==> src/rtl/mc_controller_v2.sv <==
// mc_controller_v2: multicycle CPU control FSM with a memory-wait timeout and a
// saturating retired-instruction counter.
//
// Ports:
//   clock, reset (async, active-low)
//   opcode[5:0]   instruction opcode from IR, latched in DECODE
//   mem_ready     memory completes the access this cycle
//   mem_req       memory access request (FETCH, MEMRD, MEMWR)
//   IRwrite, MemWrite, MemtoReg, RegWrite, PCwrite, PCwritecond, RegDst, branch
//   ALUsrcA, ALUsrcB, PCsource (2 bits each), ALUop (ALUOP_W bits)
//   state[3:0]    current state code
//   halted, fault HALT / FAULT reached (both absorbing until reset)
//   retired       saturating count of completed instructions
module mc_controller_v2 #(
    parameter int ALUOP_W = 4,
    parameter int CNT_W   = 16,
    parameter int TIMEOUT = 15
) (
    input  logic               clock,
    input  logic               reset,
    input  logic [5:0]         opcode,
    input  logic               mem_ready,
    output logic               mem_req,
    output logic               IRwrite,
    output logic               MemWrite,
    output logic               MemtoReg,
    output logic               RegWrite,
    output logic               PCwrite,
    output logic               PCwritecond,
    output logic               RegDst,
    output logic               branch,
    output logic [1:0]         ALUsrcA,
    output logic [1:0]         ALUsrcB,
    output logic [1:0]         PCsource,
    output logic [ALUOP_W-1:0] ALUop,
    output logic [3:0]         state,
    output logic               halted,
    output logic               fault,
    output logic [CNT_W-1:0]   retired
);

    localparam logic [3:0] FETCH  = 4'd0;
    localparam logic [3:0] DECODE = 4'd1;
    localparam logic [3:0] MEMADR = 4'd2;
    localparam logic [3:0] MEMRD  = 4'd3;
    localparam logic [3:0] MEMWB  = 4'd4;
    localparam logic [3:0] MEMWR  = 4'd5;
    localparam logic [3:0] REXE   = 4'd6;
    localparam logic [3:0] RWB    = 4'd7;
    localparam logic [3:0] IEXE   = 4'd8;
    localparam logic [3:0] IWB    = 4'd9;
    localparam logic [3:0] BR     = 4'd10;
    localparam logic [3:0] JMP    = 4'd11;
    localparam logic [3:0] HALT   = 4'd12;
    localparam logic [3:0] FAULT  = 4'd13;

    // Wide enough to hold TIMEOUT itself.
    localparam int WAIT_W = $clog2(TIMEOUT + 2);

    logic [3:0]        state_q, state_d;
    logic [5:0]        op_q, op_d;
    logic [WAIT_W-1:0] wait_q, wait_d;
    logic [CNT_W-1:0]  retired_q, retired_d;
    logic              in_mem_state;
    logic              timed_out;
    logic              retire;

    assign in_mem_state = (state_q == FETCH) || (state_q == MEMRD) || (state_q == MEMWR);
    // mem_ready has priority: timeout only when the access is still pending.
    assign timed_out    = (wait_q == WAIT_W'(TIMEOUT)) && !mem_ready;

    always_comb begin
        state_d = state_q;
        unique case (state_q)
            FETCH: begin
                if (mem_ready)      state_d = DECODE;
                else if (timed_out) state_d = FAULT;
            end
            DECODE: begin
                case (opcode)
                    6'h00:               state_d = REXE;
                    6'h23, 6'h2B:        state_d = MEMADR;
                    6'h04, 6'h05:        state_d = BR;
                    6'h02:               state_d = JMP;
                    6'h08, 6'h0C, 6'h0D: state_d = IEXE;
                    6'h3F:               state_d = HALT;
                    default:             state_d = FAULT;
                endcase
            end
            MEMADR: state_d = (op_q == 6'h2B) ? MEMWR : MEMRD;
            MEMRD: begin
                if (mem_ready)      state_d = MEMWB;
                else if (timed_out) state_d = FAULT;
            end
            MEMWR: begin
                if (mem_ready)      state_d = FETCH;
                else if (timed_out) state_d = FAULT;
            end
            MEMWB, RWB, IWB, BR, JMP: state_d = FETCH;
            REXE:        state_d = RWB;
            IEXE:        state_d = IWB;
            HALT, FAULT: state_d = state_q;
            default:     state_d = FAULT;
        endcase
    end

    always_comb begin
        // Any state change is an entry into a new state, so the counter restarts.
        if (state_d != state_q) begin
            wait_d = '0;
        end else if (in_mem_state && !mem_ready) begin
            wait_d = wait_q + WAIT_W'(1);
        end else begin
            wait_d = wait_q;
        end

        op_d = (state_q == DECODE) ? opcode : op_q;

        retire = (state_d == FETCH) &&
                 ((state_q == MEMWB) || (state_q == MEMWR) || (state_q == RWB) ||
                  (state_q == IWB) || (state_q == BR) || (state_q == JMP));
        retired_d = (retire && (retired_q != '1)) ? retired_q + CNT_W'(1) : retired_q;
    end

    always_ff @(posedge clock or negedge reset) begin
        if (!reset) begin
            state_q   <= FETCH;
            op_q      <= '0;
            wait_q    <= '0;
            retired_q <= '0;
        end else begin
            state_q   <= state_d;
            op_q      <= op_d;
            wait_q    <= wait_d;
            retired_q <= retired_d;
        end
    end

    always_comb begin
        mem_req     = 1'b0;
        IRwrite     = 1'b0;
        MemWrite    = 1'b0;
        MemtoReg    = 1'b0;
        RegWrite    = 1'b0;
        PCwrite     = 1'b0;
        PCwritecond = 1'b0;
        RegDst      = 1'b0;
        branch      = 1'b0;
        ALUsrcA     = 2'd0;
        ALUsrcB     = 2'd0;
        PCsource    = 2'd0;
        ALUop       = '0;
        unique case (state_q)
            FETCH: begin
                mem_req = 1'b1;
                ALUsrcB = 2'd1;
                IRwrite = mem_ready;
                PCwrite = mem_ready;
            end
            DECODE: ALUsrcB = 2'd3;
            MEMADR: begin
                ALUsrcA = 2'd1;
                ALUsrcB = 2'd2;
            end
            MEMRD: mem_req = 1'b1;
            MEMWB: begin
                RegWrite = 1'b1;
                MemtoReg = 1'b1;
            end
            MEMWR: begin
                mem_req  = 1'b1;
                MemWrite = 1'b1;
            end
            REXE: begin
                ALUsrcA = 2'd1;
                ALUop   = '1;
            end
            RWB: begin
                RegWrite = 1'b1;
                RegDst   = 1'b1;
            end
            IEXE: begin
                ALUsrcA = 2'd1;
                ALUsrcB = 2'd2;
                if (op_q == 6'h0C)      ALUop = ALUOP_W'(2);
                else if (op_q == 6'h0D) ALUop = ALUOP_W'(3);
            end
            IWB: RegWrite = 1'b1;
            BR: begin
                ALUsrcA     = 2'd1;
                ALUop       = ALUOP_W'(1);
                PCwritecond = 1'b1;
                PCsource    = 2'd1;
                branch      = (op_q == 6'h05);
            end
            JMP: begin
                PCwrite  = 1'b1;
                PCsource = 2'd2;
            end
            default: ;
        endcase
    end

    assign state   = state_q;
    assign halted  = (state_q == HALT);
    assign fault   = (state_q == FAULT);
    assign retired = retired_q;

endmodule

==> config.mk <==
export PLATFORM = sky130hd
export DESIGN_NAME = mc_controller_v2
export DESIGN_NICKNAME = d
export VERILOG_FILES = /design/src/rtl/mc_controller_v2.sv
export SDC_FILE = /design/constraint.sdc
export NUM_CORES = 1
export LEC_CHECK = 0
export ABC_CLOCK_PERIOD_IN_PS = 2600
export BUFFER_PORTS_ARGS = -buffer_cell sky130_fd_sc_hd__buf_2
export CAP_MARGIN = 20
export CELL_PAD_IN_SITES_DETAIL_PLACEMENT = 1
export CELL_PAD_IN_SITES_GLOBAL_PLACEMENT = 2
export CORE_MARGIN = 8
export CORE_UTILIZATION = 33
export CTS_BUF_LIST = sky130_fd_sc_hd__clkbuf_4 sky130_fd_sc_hd__clkbuf_8
export DETAILED_ROUTE_END_ITERATION = 16
export PLACE_DENSITY = 0.84
export SLEW_MARGIN = 20
export SYNTH_ARGS = -nofsm -noshare
export SYNTH_HDL_FRONTEND = slang
export SYNTH_SLANG_ARGS = --single-unit
==> constraint.sdc <==
create_clock -name clock -period 2.6 [get_ports clock]
set_input_delay 0.26 -clock clock [delete_from_list [all_inputs] [get_ports clock]]
set_output_delay 0.26 -clock clock [all_outputs]
set_load 0.05 [all_outputs]
---- After elaboration in Yosys (flattened, before gate mapping) ----
Index checks and enable logic that the tools add are counted.
storage, ports and cells
  output and inout bits ................... 41
  register bits ........................... 31
operators by class
  eq/ne operators ......................... 29
  multiplexer cells ....................... 24
  reduce and logical (&&, ||, !) cells .... 25
  $add $sub $neg .......................... 2
operators with widths
  kind                   count
  $pmux 4 s9             1
  $eq 6x4->1 const B     5
  $eq 4x4->1 const B     6
  $eq 6x6->1 const B     4
  $pmux 4 s6             1
  $eq 6x3->1 const B     3
  $add 16x1->16 const B  1
  $eq 4x3->1 const B     4
  $mux 4                 4
  $ne 16x16->1 const B   1
  $pmux 4 s3             1
  $mux 5                 2
  $mux 1                 9
  $reduce_or 3->1        3
  $eq 4x2->1 const B     2
  $logic_not 4->1        2
  $reduce_or 2->1        4
  $logic_or 1x1->1       7
  $eq 6x2->1 const B     1
  $logic_not 6->1        1
  $pmux 2 s3             1
  $add 5x1->5 const B    1
  $eq 5x4->1 const B     1
  $reduce_or 5->1        1
  10 further kinds       14

---- Logic depth before layout (Yosys ltp) ----
Gate-level depths: netlist of the first run.
  word-level depth ........................ 8
  depth in mapped cells ................... 9
  depth with buffers taken out ............ 9

---- Worst setup path after synthesis of the first run ----
Ideal clock, no wire load.
  kind .................................... register -> output
  start point ............................. register state_q[2], in the netlist state[2]
  end point ............................... output halted
  required time ........................... 2.340 ns
  data arrival time ....................... 2.585 ns
  stages on the path, launching flop included .. 6
  path slack .............................. -0.245 ns
  path buffers ............................ 3
  path through ............................ dfrtp_1 -> clkbuf_1 -> clkbuf_1 -> clkbuf_1 -> nand2_1 -> nor3_1
on the way
  longest elaborated chain between the ends .. 1
RTL lines
  what                      RTL line  text
  start: declaration        60        logic [3:0] state_q, state_d;
  start signal: assignment  132       state_q <= state_d;
  $eq 4x4->1                205       assign halted = (state_q == HALT);
  end: declaration          37        output logic halted,
No other way between the ends.

---- Worst setup path in the final report of the first run ----
  start point ............................. register state_q[1], in the netlist state[1]
  end point ............................... register wait_q[4]
on the way
  longest elaborated chain between the ends .. 5
RTL lines
  what                                             RTL line  text
  $eq 4x3->1, or another cell as far along         74        unique case (state_q)
  $reduce_or 5->1, or another cell as far along    74
  $pmux 4 s9 or $logic_or 1x1->1 (tied branches)   74, 68
  $ne 4x4->1 or $logic_and 1x1->1 (tied branches)  109, 111
  $mux 5 or $reduce_bool 2->1 (tied branches)      -
  end signal: assignment                           134       wait_q <= wait_d;
  end: declaration                                 62        logic [WAIT_W-1:0] wait_q, wait_d;
Parallel ways exist; a longest one is shown, timed or not.
A chain may end at the register's enable or synchronous reset.

==> metrics.txt, run 1 <==
highest routed layer met5; final hold vios 0; Mapped Nets 240; Port Buffers 48; die width 94.3 microns; Core Region 0.00592 sq mm; clock latency on the worst-skew pair 0.28 ns; Arrival @ worst endpoint 2.67 ns; number of global-route vias before repair 1936; via/cell ratio 5.32; Rel. slew slack 53.3%; wl on met1 2640 microns; Area Overhead vs Synth 24.8%; FF+latch count, synth 31; Worst Setup Path Type register to register; nets 291; Final setup viols 0; Seq pwr share 28.0%; Layout Skew 0.00536 ns; Min Clock Period, post-route 2.45 ns; Psw 1500 uW; sequential share of the synthesized area 38.3%; Antenna diodes 0; total power 2980 uW; outcome complete, no violations; power per cell area 1180 mW/mm^2; Yosys cell types 52; post-synthesis cell count 228; max-slew violations 0; crit path max fanout 18; largest net degree at the start of global routing 32; Via Count 1888; H-Tree Depth 2; Core Rows 28; Filler cells 734; First DRT Iteration DRCs 71; die height 94.3 microns; Comb power frac 55.6%; Pleak 0.00120 uW; clk root buf clkbuf_8; reg2reg end wait_q[4]$_DFFE_PN0P_; utilization after layout 42.6%; die area 0.00889 sq mm; switching portion of total power 50.4%; RR Startpoint state[1]$_DFF_PN0_; Starting Density 34.2%; worst ir drop on vdd 0.623 mV; HP Class primary input to asynchronous set/reset pin; commonest non-fill, non-tap cell in the layout buf_2; Async SR Flop Fraction 100%; Pre-antenna DRT Iters 4; CP Capture Type register; # IOs 50; CP Launch Type register; most frequent cells in the layout buf_2, dfrtp_1, nor2_1, nand2_1, buf_4; fmax 408 MHz; Synth Warn # 0; R2R setup slack 0.15 ns; max-cap violations 0; metal2 WL 2570 microns; initial antenna violation count 1; worst slew pin tran 0.701 ns; routed len/inst 16.1 microns; Post-DP HPWL 4290 microns; Mapped Area 0.00202 sq mm; first-pass GRT wire length 9710 microns; CTS tree yes; final period utilization 94.4%; clk buf depth 2; total gr overflow 0; Internal Power 1480 uW; # clock sinks 31; Tot GR Track Use 13.5%; EDFF count, synth 0; setup TNS 0 ns; final WL 5710 microns; FF-to-FF path depth 5; antenna viol nets, final 0; worst path required time 2.82 ns; cts bufs inserted 5; Residual DRC 0; Clock power frac 16.5%; Worst-path clk slew 0.07 ns; share of post-route cells with drive strength above 1 32.9%; top_reg_cell synth dfrtp_1; GPL Wtd Cong 0.862; met3 WL 408 microns; hold buffer count at cts 0; syn avg cell area 8.87 sq um
-- metrics by stage --
stage	worst slack, ns	instances	hold slack, ns	instance area [sq um]
finish	0.147	355	0.0255	2520
global route	-0.000217	355	0.0693	2520
CTS	0.0633	354	0.0469	2500
detailed placement	0.110	346	0.354	2380
global placement	0.153	346	0.352	2380
floorplan	0.0445	228	-0.0356	2040
-- per-layer routing --
metal,vias up,global-route usage [%]
met1,901,17.5
met4,2,4.23
met5,-,0
li1,921,-
met2,54,20.8
met3,10,4.40
-- registers in the layout (all words and copies together), names as in the netlist --
register,count
state,4
retired,16
wait_q,5
op_q,6
-- worst max path at each step --
stage                          startpoint               endpoint  slack [ns]  depth (start not counted)
floorplan              state[0]$_DFF_PN0_                PCwrite        0.04                          6
detailed placement  wait_q[0]$_DFFE_PN0P_  wait_q[2]$_DFFE_PN0P_        0.11                          9
CTS                 wait_q[0]$_DFFE_PN0P_  wait_q[2]$_DFFE_PN0P_        0.06                          9
finish                 state[1]$_DFF_PN0_  wait_q[4]$_DFFE_PN0P_        0.15                          5
global route           state[1]$_DFF_PN0_  wait_q[4]$_DFFE_PN0P_     -0.0002                          5
global placement    wait_q[0]$_DFFE_PN0P_  wait_q[3]$_DFFE_PN0P_        0.15                          9
-- cell families after synthesis --
logic type | Yosys count | synth area share, %
AOI/OAI and AO/OA | 41 | 14.0
xor gates and xnor gates | 18 | 7.79
adders and majority gates | 3 | 1.86
buffers and inverters | 20 | 4.27
DFF | 31 | 38.3
muxes | 9 | 4.89
other | 1 | 0.185
and+or+nand+nor | 105 | 28.7
-- synthesized netlist by cell type (all sizes together), types with 2 or more instances --
master,n,share of area (%)
clkbuf,12,2.2
nor3,7,1.7
o2111ai,2,0.87
nor4,3,0.93
and3,6,1.9
xor2,7,3.0
nand2b,8,2.5
a21oi,6,1.5
nor2,21,3.9
o21ai,10,2.5
nor2b,6,1.9
mux2i,2,0.99
or3,3,0.93
nand4b,2,0.87
o21a,2,0.74
mux2,7,3.9
a221oi,2,0.87
a31oi,2,0.62
dfrtp,31,38
and4,3,1.3
or4,2,0.74
o22ai,3,0.93
nand3,11,2.7
xnor2,11,4.8
nand2,15,2.8
or2,3,0.93
ha,3,1.9
inv,4,0.74
buf,4,1.3
nand4,4,1.2
and2,7,2.4
o211ai,2,0.74
nor4b,2,1.2
-- power by group through the flow --
stage | Combinational (uW) | Sequential, uW | Clock (uW)
after floorplan | 1060 | 966 | 0
after global placement | 1600 | 837 | 0
after detailed placement | 1620 | 841 | 0
after CTS | 1620 | 833 | 510
after global routing | 1790 | 864 | 537
final | 1650 | 832 | 490
-- cell type report --
type                    count  area (sq um)  share of cell area, %
flip-flops and latches     31           779                   30.9
well taps                  75          93.8                   3.72
clock buffers               6          82.6                   3.27
inverters                   4          15.0                  0.595
multi-input cells         177          1190                   47.1
clock inverters             2          35.0                   1.39
repair buffers             60           330                   13.1
-- critical path, stage by stage, from the launching register on --
cell	delay [ns]
dfrtp_2	0.53
or3b_2	0.52
a221oi_1	0.51
o21ai_0	0.26
a211oi_4	0.37
o211a_1	0.19
-- repair_timing --
action                                  4_1_cts  5_1_grt
resized for setup                             0        6
hold endpoints to repair                      0        0
endpoints found under the setup margin        0        5
buffers inserted                              0        1
No activity file was read; power rests on OpenSTA's default activity.
==> inputs of run 2 (changes only) <==
Settings changed: GPL_ROUTABILITY_DRIVEN set to 1, HOLD_SLACK_MARGIN set to 0.08.
==> metrics.txt, run 2 (synthesis gave the netlist of run 1 again) <==
Seq pwr share 28.0% (about the same); CP max stage cell dfrtp_2; Layout Skew 0.00536 ns (unchanged); total gr overflow 0 (unchanged); CP top delay family compound AO/OA/AOI/OAI gates; Comb power frac 55.6% (about the same); FF+latch area 779 sq um (unchanged); initial antenna violation count 1 (unchanged); First DRT Iteration DRCs 80 (+13%); power per cell area 1170 mW/mm^2 (-0.36%); outcome complete, no violations; worst slew pin tran 0.702 ns (+0.00138 ns); die height 94.3 microns (unchanged); Port Buffers 48 (unchanged); switching portion of total power 50.4% (about the same); Starting Density 34.2% (unchanged); Worst-path clk slew 0.07 ns (about the same); largest net degree at the start of global routing 32 (unchanged); HP Class primary input to register; via/cell ratio 5.31 (-0.18%); Critical path buffers and inverters 0 (unchanged); Core Rows 28 (unchanged); GPL Wtd Cong 0.862 (unchanged); routed len/inst 16.0 microns (-0.14%); share of post-route cells with drive strength above 1 32.7% (-0.12 points); Final setup viols 0 (unchanged); crit path max fanout 18 (unchanged); commonest non-fill, non-tap cell in the layout buf_2; Rel. slew slack 53.2% (-0.092 points); Post-DP HPWL 4290 microns (unchanged); max reg flops 16 (unchanged); clk buf depth 2 (unchanged); Tot GR Track Use 13.5% (unchanged); Via Count 1890 (+0.11%); max-slew violations 0 (unchanged); clk root buf clkbuf_8; Residual DRC 0 (unchanged); Antenna diodes 0 (unchanged); Worst Setup Path Type register to register; H-Tree Depth 2 (unchanged); Fin Hold WS 0.289 ns (+0.263 ns); Core Region 0.00592 sq mm (unchanged); area of the multi-input gates 0.00119 sq mm (unchanged); nets 292 (+0.34%); # clock sinks 31 (unchanged); Min Clock Period, post-route 2.45 ns (-0.0000230 ns); first-pass GRT wire length 9710 microns (unchanged); worst path required time 2.82 ns (about the same); die width 94.3 microns (unchanged); CP Capture Type register; Area Overhead vs Synth 25.3%; utilization after layout 42.8% (+0.17 points); CTS tree yes; CP Launch Type register; Pre-antenna DRT Iters 4 (unchanged); worst ir drop on vdd 0.623 mV (unchanged); most frequent cells in the layout buf_2, dfrtp_1, nor2_1, nand2_1, buf_4; Internal Power 1480 uW (about the same); die area 0.00889 sq mm (unchanged); Max stage delay on crit path 0.53 ns (about the same); Pleak 0.00121 uW (+0.35%); fmax 408 MHz (about the same); cts bufs inserted 5 (unchanged); final WL 5710 microns (+0.14%); Clock power frac 16.5% (about the same); Filler cells 733 (-0.14%); final period utilization 94.3% (about the same); critical path, cell by cell or3b_2, a221oi_1, o21ai_0, a211oi_4, o211a_1; number of global-route vias before repair 1936 (unchanged); max-cap violations 0 (unchanged); # IOs 50 (unchanged); antenna viol nets, final 0 (unchanged); Psw 1500 uW (about the same); clock latency on the worst-skew pair 0.28 ns (about the same); Arrival @ worst endpoint 2.67 ns (about the same); final hold vios 0 (unchanged)
[run 2: changes by cell type in the layout (fill, tap and decap cells not counted), sizes merged]
cell,previous run,this run
dlygate4sd3,0,1
[run 2: repair_timing]
action	CTS	global route
endpoints found under the setup margin	0	5
hold endpoints to repair	31	0
hold buffers	1	0
gates resized for setup	0	6
buffers inserted	0	1
[run 2: routing by layer]
metal  wire [microns]  GRT usage, %  vias to the layer above
li1                 -             -                      923
met1             2640          17.5                      901
met2             2570          20.8                       54
met3              408          4.40                       10
met4               81          4.23                        2
met5                8             0                        -
[run 2: path summary, 6_finish.rpt]
check,start,to,slack (ns),cells past startpoint
setup reg to reg,state[1]$_DFF_PN0_,wait_q[4]$_DFFE_PN0P_,0.15,5
hold / removal,opcode[3],op_q[3]$_DFFE_PN0P_,0.29,2
setup / recovery,state[1]$_DFF_PN0_,wait_q[4]$_DFFE_PN0P_,0.15,5
max in group asynchronous,reset,state[1]$_DFF_PN0_,1.54,2
min in group asynchronous,reset,retired[13]$_DFFE_PN0P_,0.57,2
hold reg to reg,retired[15]$_DFFE_PN0P_,retired[15]$_DFFE_PN0P_,0.49,1
[run 2: power groups by stage]
stage	Combinational [uW]	Sequential [uW]	Clock [uW]
after floorplan	1060	966	0
after global placement	1600	837	0
after detailed placement	1620	841	0
after CTS	1630	833	510
after global routing	1800	864	537
final	1650	832	490
[run 2: through the flow]
stage	TNS (ns)	instances	power (uW)	area, sq um	setup WS (ns)
floorplan	0	228	2030	2040	0.0445
global placement	0	346	2440	2380	0.153
detailed placement	0	346	2460	2380	0.110
CTS	0	355	2970	2510	0.0633
global route	-0.000217	356	3200	2530	-0.000217
finish	0	356	2980	2530	0.147
[run 2: final cells by class]
cell class              instances  area share [%]
clock buffers                   6            3.26
clock inverters                 2            1.38
inverters                       4           0.592
multi-input cells             177            46.9
flip-flops and latches         31            30.8
well taps                      75            3.70
repair buffers                 61            13.4
==> inputs of run 3 (changes only) <==
Settings changed: ABC_AREA set to 1, CORE_UTILIZATION 33 to 31, PLACE_DENSITY 0.84 to 0.83.
==> metrics.txt, run 3 <==
top_reg_cell synth dfrtp_1; Comb power frac 3.9% (-52 points); crit path max fanout 10 (-8); Starting Density 31.8% (-2.4 points); largest net degree at the start of global routing 32 (unchanged); via/cell ratio 4.77 (-10%); Pleak 0.00150 uW (+24%); Worst Setup Path Type register to register; Min Clock Period, post-route 2.38 ns (-0.0707 ns); antenna viol nets, final 0 (unchanged); final WL 6780 microns (+19%); fmax 420 MHz (+3.0%); setup TNS 0 ns (unchanged); HP Class primary input to register; Max stage delay on crit path 0.40 ns (-0.13 ns); max reg flops 16 (unchanged); worst path required time 2.83 ns (about the same); Filler cells 930 (+27%); Yosys top cell area share 34.0% (-4.3 points); clk root buf clkbuf_8; Final setup viols 0 (unchanged); CP top delay family simple AND/OR/NAND/NOR gates; Tot GR Track Use 13.6% (+0.091 points); Port Buffers 48 (unchanged); Pre-antenna DRT Iters 4 (unchanged); FF+latch area 776 sq um (-0.48%); Antenna diodes 0 (unchanged); Internal Power 802 uW (-46%); power per cell area 359 mW/mm^2 (-69%); syn avg cell area 7.11 sq um (-20%); # IOs 50 (unchanged); Mapped Area 0.00228 sq mm (+13%); first-pass GRT wire length 11500 microns (+19%); die width 102 microns (+7.9%); number of global-route vias before repair 2320 (+20%); Residual DRC 0 (unchanged); Mapped Nets 333 (+39%); Core Rows 31 (+11%); clock latency on the worst-skew pair 0.28 ns (about the same); worst slew pin tran 0.706 ns (+0.00391 ns); critical path, cell by cell ha_1, and3_1, ha_1, inv_1, a21oi_1, nand2_2, nand2_2, nor3_4, nand2_4, nor2_8, buf_4, nand4_1, nand2_1; final period utilization 91.6% (-2.7 points); final hold vios 0 (unchanged); worst ir drop on vdd 0.236 mV (-62%); GPL Wtd Cong 0.769 (-11%); max-cap violations 0 (unchanged); Post-DP HPWL 5320 microns (+24%); die area 0.0104 sq mm (+16%); Async SR Flop Fraction 100% (unchanged); Arrival @ worst endpoint 2.61 ns (-0.06 ns); Core Region 0.00718 sq mm (+21%); outcome complete, no violations; Worst-path clk slew 0.07 ns (about the same); nets 390 (+34%); Critical path buffers and inverters 2 (+2); EDFF count, synth 0 (unchanged); dpl cell area 0.00262 sq mm (+10%); Yosys cell types 34 (-35%); total gr overflow 0 (unchanged); most common cell in the netlist nand2_1; Final Cell Area 0.00282 sq mm (+11%); switching portion of total power 20.7% (-30 points); routed len/inst 14.2 microns (-12%); CP Launch Type register; Layout Skew 0.00802 ns (+0.00266 ns); sequential share of the synthesized area 34.0% (-4.3 points); CP Capture Type register; Synth Warn # 0 (unchanged); Fin Hold WS 0.249 ns (-0.0395 ns); Rel. slew slack 52.9% (-0.26 points); clk buf depth 2 (unchanged); share of post-route cells with drive strength above 1 28.5% (-4.2 points); First DRT Iteration DRCs 64 (-20%); list of most frequent post-synthesis cells nand2_1, nor2_1, dfrtp_1, inv_1, nand3_1; final std cells w/o fill 478 (+34%); post-synthesis cell count 321 (+41%); unrepaired setup endpoints after global routing no; utilization after layout 39.3% (-3.5 points); Seq pwr share 47.6% (+20 points); initial antenna violation count 0 (-1); top cells by area, synth dfrtp_1, nand2_1, nor2_1, nand4_1, inv_1; die height 102 microns (+7.9%); # clock sinks 31 (unchanged); max-slew violations 0 (unchanged); Via Count 2278 (+21%); commonest non-fill, non-tap cell in the layout nand2_1; Psw 210 uW (-86%); placed cell count 463 (+34%); area of the multi-input gates 0.00134 sq mm (+13%); FF+latch count, synth 31 (unchanged); cts bufs inserted 5 (unchanged); Clock power frac 48.5% (+32 points); CTS tree yes; H-Tree Depth 2 (unchanged); Area Overhead vs Synth 23.6%; CP max stage cell dfrtp_1; top cell type by total area after synthesis dfrtp_1; most frequent cells in the layout nand2_1, buf_2, nor2_1, dfrtp_1, inv_1
==> run 3: final cells by class <==
type                       count  share of cell area, %
timing repair buffer          58                   11.7
clock buffer                   6                   2.93
inverter                      36                   4.79
tap                           99                   4.39
clock inverter                 2                   1.24
multi-input combinational    246                   47.4
sequential                    31                   27.5
==> run 3: logic make-up (layout without fill, tap and decap cells) <==
kind of cell	count (synthesis)	in the layout	share of synthesized area, %
and+or+nand+nor	205	206	43.8
xor gates and xnor gates	16	16	6.14
DFF	31	31	34.0
other	1	1	0.164
AOI/OAI and AO/OA	20	20	5.27
buffers and inverters	45	102	8.94
adders and majority gates	3	3	1.65
==> run 3: power groups by stage <==
stage / clock (uW) / combinational, uW / sequential [uW]
2_1_floorplan: 0 / 16.6 / 491
3_3_place_gp: 0 / 38.9 / 491
3_5_place_dp: 0 / 39.2 / 491
4_1_cts: 510 / 40.5 / 482
5_1_grt: 528 / 46.0 / 482
6_report: 491 / 39.5 / 482
==> run 3: layer usage <==
metal / GRT usage [%] / share of wire (%)
met1: 17.7 / 48
met2: 22.3 / 46
met3: 2.96 / 4.8
met4: 3.09 / 0.62
met5: 0 / 0
==> run 3: repair_timing <==
item                                   CTS  global route
resized for setup                        0             2
setup endpoints to repair                0            15
setup buffers                            0             5
hold buffers                             1             0
endpoints found under the hold margin   31             0
==> run 3: per-stage QoR <==
stage	setup slack (ns)	total power, uW
after global placement	0.103	530
after floorplan	0.0590	508
after CTS	0.0282	1030
after global routing	0.0165	1060
final	0.218	1010
after detailed placement	0.0775	531
==> run 3: worst paths after layout <==
check	startpoint	endpoint	slack, ns	cells past startpoint
hold / removal	opcode[4]	op_q[4]$_DFFE_PN0P_	0.25	3
setup reg to reg	wait_q[0]$_DFFE_PN0P_	retired[5]$_DFFE_PN0P_	0.22	13
setup / recovery	wait_q[0]$_DFFE_PN0P_	retired[5]$_DFFE_PN0P_	0.22	13
min in group asynchronous	reset	retired[15]$_DFFE_PN0P_	0.56	2
hold reg to reg	retired[15]$_DFFE_PN0P_	retired[15]$_DFFE_PN0P_	0.52	2
max in group asynchronous	reset	retired[0]$_DFFE_PN0P_	1.58	2
==> run 3: tightest hold or removal path: cells and delay by family <==
kind                   cells  cell delay [ns]
AND/OR/NAND/NOR            1             0.05
buffers and inverters      1             0.11
AO/OA/AOI/OAI              1             0.06
